[src/rtl/fetch_stage_if.sv]
// Instruction-fetch bundle: hazard/branch control in, imem bus, IF/ID register out.
// master = fetch_stage side, slave = pipeline/memory side. FETCH_STATS_EN adds counters.
interface fetch_stage_if;
    logic        freeze;
    logic        branch_taken;
    logic [31:0] branch_addr;
    logic [31:0] inst_addr;
    logic [31:0] inst_in;
    logic [31:0] if_pc_out;
    logic [31:0] if_inst_out;
    logic        if_valid_out;
`ifdef FETCH_STATS_EN
    logic [31:0] fetch_count;
    logic [31:0] flush_count;
`endif

    modport master (
        input  freeze,
        input  branch_taken,
        input  branch_addr,
        input  inst_in,
        output inst_addr,
        output if_pc_out,
        output if_inst_out,
`ifdef FETCH_STATS_EN
        output fetch_count,
        output flush_count,
`endif
        output if_valid_out
    );

    modport slave (
        output freeze,
        output branch_taken,
        output branch_addr,
        output inst_in,
        input  inst_addr,
        input  if_pc_out,
        input  if_inst_out,
`ifdef FETCH_STATS_EN
        input  fetch_count,
        input  flush_count,
`endif
        input  if_valid_out
    );
endinterface

[src/rtl/fetch_stage.sv]
// IF stage: owns PC, drives imem address, loads IF/ID with {pc+4, inst, valid}.
// Ports: clk, rst (sync, active high), bus (fetch_stage_if.master). Option: FETCH_STATS_EN.
module fetch_stage #(
    parameter logic [31:0] RESET_PC = 32'h0000_0000,
    parameter logic [31:0] BUBBLE   = 32'h0000_0000
) (
    input  logic          clk,
    input  logic          rst,
    fetch_stage_if.master bus
);

    logic [31:0] pc;
    logic [31:0] pc_plus4;
    logic        load;

    assign pc_plus4      = pc + 32'd4;
    assign bus.inst_addr = pc;
    // a real fetch is captured only when neither flushed nor stalled
    assign load          = !bus.branch_taken && !bus.freeze;

    always_ff @(posedge clk) begin
        if (rst) begin
            pc <= RESET_PC;
        end else if (bus.branch_taken) begin
            pc <= bus.branch_addr & 32'hFFFF_FFFC;
        end else if (!bus.freeze) begin
            pc <= pc_plus4;
        end
    end

    always_ff @(posedge clk) begin
        if (rst || bus.branch_taken) begin
            bus.if_pc_out    <= 32'h0;
            bus.if_inst_out  <= BUBBLE;
            bus.if_valid_out <= 1'b0;
        end else if (load) begin
            bus.if_pc_out    <= pc_plus4;
            bus.if_inst_out  <= bus.inst_in;
            bus.if_valid_out <= 1'b1;
        end
    end

`ifdef FETCH_STATS_EN
    always_ff @(posedge clk) begin
        if (rst) begin
            bus.fetch_count <= 32'h0;
            bus.flush_count <= 32'h0;
        end else begin
            if (load) begin
                bus.fetch_count <= bus.fetch_count + 32'd1;
            end
            if (bus.branch_taken) begin
                bus.flush_count <= bus.flush_count + 32'd1;
            end
        end
    end
`endif

endmodule
[src/flat_wrapper.sv]
// flat-port wrapper written by rule: the top's interface ports become plain ports
module fetch_stage_flat 
#(
    parameter logic [31:0] RESET_PC = 32'h0000_0000,
    parameter logic [31:0] BUBBLE   = 32'h0000_0000
)
  (clk, rst, bus_freeze, bus_branch_taken, bus_branch_addr, bus_inst_in, bus_inst_addr, bus_if_pc_out, bus_if_inst_out, bus_if_valid_out);
  fetch_stage_if bus_i ();
  input  logic clk;
  input  logic rst;
  input wire logic [$bits(bus_i.freeze)-1:0] bus_freeze;
  input wire logic [$bits(bus_i.branch_taken)-1:0] bus_branch_taken;
  input wire logic [$bits(bus_i.branch_addr)-1:0] bus_branch_addr;
  input wire logic [$bits(bus_i.inst_in)-1:0] bus_inst_in;
  output wire logic [$bits(bus_i.inst_addr)-1:0] bus_inst_addr;
  output wire logic [$bits(bus_i.if_pc_out)-1:0] bus_if_pc_out;
  output wire logic [$bits(bus_i.if_inst_out)-1:0] bus_if_inst_out;
  output wire logic [$bits(bus_i.if_valid_out)-1:0] bus_if_valid_out;
  assign bus_i.freeze = bus_freeze;
  assign bus_i.branch_taken = bus_branch_taken;
  assign bus_i.branch_addr = bus_branch_addr;
  assign bus_i.inst_in = bus_inst_in;
  assign bus_inst_addr = bus_i.inst_addr;
  assign bus_if_pc_out = bus_i.if_pc_out;
  assign bus_if_inst_out = bus_i.if_inst_out;
  assign bus_if_valid_out = bus_i.if_valid_out;
  fetch_stage #(.RESET_PC(RESET_PC), .BUBBLE(BUBBLE)) u_core (.clk(clk), .rst(rst), .bus(bus_i));
endmodule
[config.mk]
export PLATFORM = sky130hd
export DESIGN_NAME = fetch_stage_flat
export DESIGN_NICKNAME = d
export VERILOG_FILES = /design/src/rtl/fetch_stage_if.sv /design/src/rtl/fetch_stage.sv /design/src/flat_wrapper.sv
export SDC_FILE = /design/constraint.sdc
export NUM_CORES = 1
export LEC_CHECK = 0
export CORE_ASPECT_RATIO = 0.9
export CORE_MARGIN = 5
export CORE_UTILIZATION = 45
export CTS_CLUSTER_SIZE = 16
export DETAILED_ROUTE_END_ITERATION = 8
export PLACE_DENSITY = 0.81
export RECOVER_POWER = 50
export SLEW_MARGIN = 20
export SYNTH_ARGS = -nofsm -noshare
export SYNTH_HDL_FRONTEND = slang
export SYNTH_SLANG_ARGS = --single-unit
[constraint.sdc]
create_clock -name clk -period 2.4 [get_ports clk]
set_input_delay 0.24 -clock clk [delete_from_list [all_inputs] [get_ports clk]]
set_output_delay 0.24 -clock clk [all_outputs]
set_load 0.02 [all_outputs]
==> results.md <==
- Setup Viol. Count Final: 0
- M1 GR Usage: 0.279
- Gr ovfl total: 0
- Filler Cells Inserted: 780
- Vias in the first global route: 3944
- Initial antenna violation count: 0
- Port Buffer Count: 158
- FFs w/ async S/R, synth: 0
- Drt drc: 0
- Setup Skew: 0.00735 ns
- Share of layout cells above drive strength 1: 0.0769
- Hold_buf cts: 0
- Post-Syn Area per Cell: 8.62 um2
- Setup Fix Bufs, Post-CTS: 0
- CTS tree: done
- Ports: 165
- Register bit total from synthesis: 93
- WL/cell: 16.9 um
- Area growth syn-to-layout: 42.1%
- Top FF cell, synth: dfxtp_1
- Pin count of the biggest net entering global routing: 45
- Reg area: 1860 um2
- Total clock buffers created by CTS: 9
- Area of the multi-input gates: around 2300 um2
- Crit start category: input port
- Pleak: roughly 2.6 nW
- Synth Warn #: 0
- DRT Pass-1 Iters: 5
- Crit share post-route: 0.906
- Vias per cell: 5.37
- WP buf/inv: 3
- Tmin final: 2.18 ns
- Global-route wire length before repair: roughly 21 mm
- Clk root buf: clkbuf_8
- Worst Path Max Fanout: 25
- Pins over their slew limit: 0
- Largest delay contributor family on the critical path: buffers and inverters
- Nets@finish: 727
- Top-area cell type share of the netlist area: 0.419
- Initial Util: 0.460
- Slew @ Worst Pin: 1.40 ns
- Post-synthesis instance area: 4440 um2
- Via count: 4233
- Yosys top cell by area: dfxtp_1
- R2r setup slk: between 0.2 and 0.3 ns
- Arrival time worst endpoint: 2.40 ns
- Setup Crit Path Kind: input port to flop
- Die footprint: roughly 12000 um2
- CP Capture Type: flop
- Critical path's slowest cell: clkbuf_1
- RSZ-0062 raised after global routing: false
- Sequential share of the synthesized area: 0.419
- Core ar.: 9660 um2
- Max clock buf depth: 2
- Post-synthesis cell type count: 42
- Met2 usage: 0.359
- CTS clk-pin slew, worst paths: 0.10 ns
- Met3 usage: 0.0617
- Fmax: 460 MHz
- Final GP Congestion: 0.896
- Slew margin rel.: 0.0652
- Total of max-cap violations: 0
- Post-DRT Antenna Nets: 0
- Most common cell after layout, fill and taps aside: dfxtp_1
- Pwr/cell area: roughly 540 nW/um2
- CP max stage delay: 1.00 ns
- CTS sink count: just over 90
- Worst min-delay path class: input port to flop
- Setup TNS: 0 ns
- Setup WS pre-CTS: 0.0647 ns
- Post-synth EDFFs: 0
- First-iteration detailed-routing DRC count: 401
- GRT Max-Usage Layer: met2
- Critical Path RT: 2.62 ns
- Most frequent CP cell: buf_4
- Setup ws final: 0.225 ns
- Fin. Hold Viols: 0
- Row cnt: 34
- Outcome: finished, final reports clean
- Overall Global Routing Usage: 0.216
- VDD IR-drop max: 0.323 mV
- Clk_lat worst skew: around 0.36 ns
- Most frequent cells in the layout: dfxtp_1, dlygate4sd3_1, clkdlybuf4s50_1
- Gate Count Post-Synth: 515
- CP cell instances: clkbuf_1 > buf_4 > buf_4 > mux2i_1 > nor2_1
- Die X: roughly 110 um
- Diodes inserted: 0
- Die height: 104 um
- Top area cells in the synthesized netlist: dfxtp_1, mux2i_1, xnor2_1
- H-tree levels: 3
- DP Wirelength: 10.1 mm
- Post-detailed-routing wire length: 13.3 mm
- Design Power: 3.38 mW
==> timing repair <==
item	4_1_cts	5_1_grt
endpoints found under the setup margin	0	3
gates resized for setup	0	2
endpoints found under the hold margin	0	0
==> metal layers <==
layer,vias to the layer above,part of all wire
li1,2035,-
met3,17,0.079
met1,2013,0.41
met2,168,0.50
met5,-,0
met4,0,0.014
==> final cells by class <==
type | instances | share of cell area
Multi-Input combinational cell | 356 | 0.365
Clock inverter | 7 | 0.0125
Sequential cell | 93 | 0.295
Clock buffer | 9 | 0.0196
Inverter | 23 | 0.0137
Tap cell | 126 | 0.0250
Timing Repair Buffer | 175 | 0.269
==> power breakdown <==
| part | total (mW) | switching [mW] | internal [mW] |
|---|---|---|---|
| sequential | 1.68 | 0.0740 | 1.61 |
| clock | 1.08 | 0.588 | 0.497 |
| combinational | 0.614 | 0.312 | 0.302 |
| total | 3.38 | 0.974 | 2.41 |
==> tightest hold or removal path, cell delays in order <==
cell	delay [ns]
buf_2	0.24
a21oi_1	0.18
nor2_1	0.05
==> synth_stat cells, drive strengths merged, types with 2 or more instances <==
master and number:
or3 4, dfxtp 93, clkbuf 28, or4 4
nor2 64, inv 23, o21a 17, a211oi 7
or2 5, nand4 11, mux2i 36, a21oi 48
nor3 18, and3 2, nand2 18, nor2b 4
nand4b 2, xnor2 35, nor4 15, and2 2
o21ai 28, nand3 8, xor2 17, buf 18
==> metrics by stage <==
| step | cells | area, um2 | hold slack (ns) | util |
|---|---|---|---|---|
| after floorplan | 518 | 4450 | 0.349 | - |
| after global placement | 773 | 6100 | 0.435 | 0.631 |
| after detailed placement | 773 | 6100 | 0.439 | 0.631 |
| after CTS | 789 | 6300 | 0.365 | 0.652 |
| after global routing | 789 | 6310 | 0.399 | 0.653 |
| final | 789 | 6310 | 0.387 | 0.653 |
==> sequential cells by signal, summed over array words and instances, names as in the netlist <==
signal / flops
u_core.bus.inst_addr: 30
u_core.bus.if_valid_out: 1
u_core.bus.if_inst_out: 32
u_core.bus.if_pc_out: 30
==> logic make-up after synthesis <==
logic type                 share of synthesized area
muxes                                         0.0812
DFF                                            0.419
buffers and inverters                         0.0688
adders and majority gates                    0.00282
and+or+nand+nor                                0.192
AOI/OAI and AO/OA                              0.132
other                                       0.000845
xor gates and xnor gates                       0.103
==> worst paths after layout <==
check | start | endpoint | cells after the start
worst min-delay path | bus_branch_taken | u_core.bus.inst_addr[4] | 3
worst min register to register | u_core.bus.if_valid_out | u_core.bus.if_valid_out | 2
worst max register to register | u_core.bus.inst_addr[2] | u_core.bus.inst_addr[20] | 6
worst max-delay path | bus_freeze | u_core.bus.if_inst_out[15] | 5
Note: power is estimated with default switching activity, not from simulation.
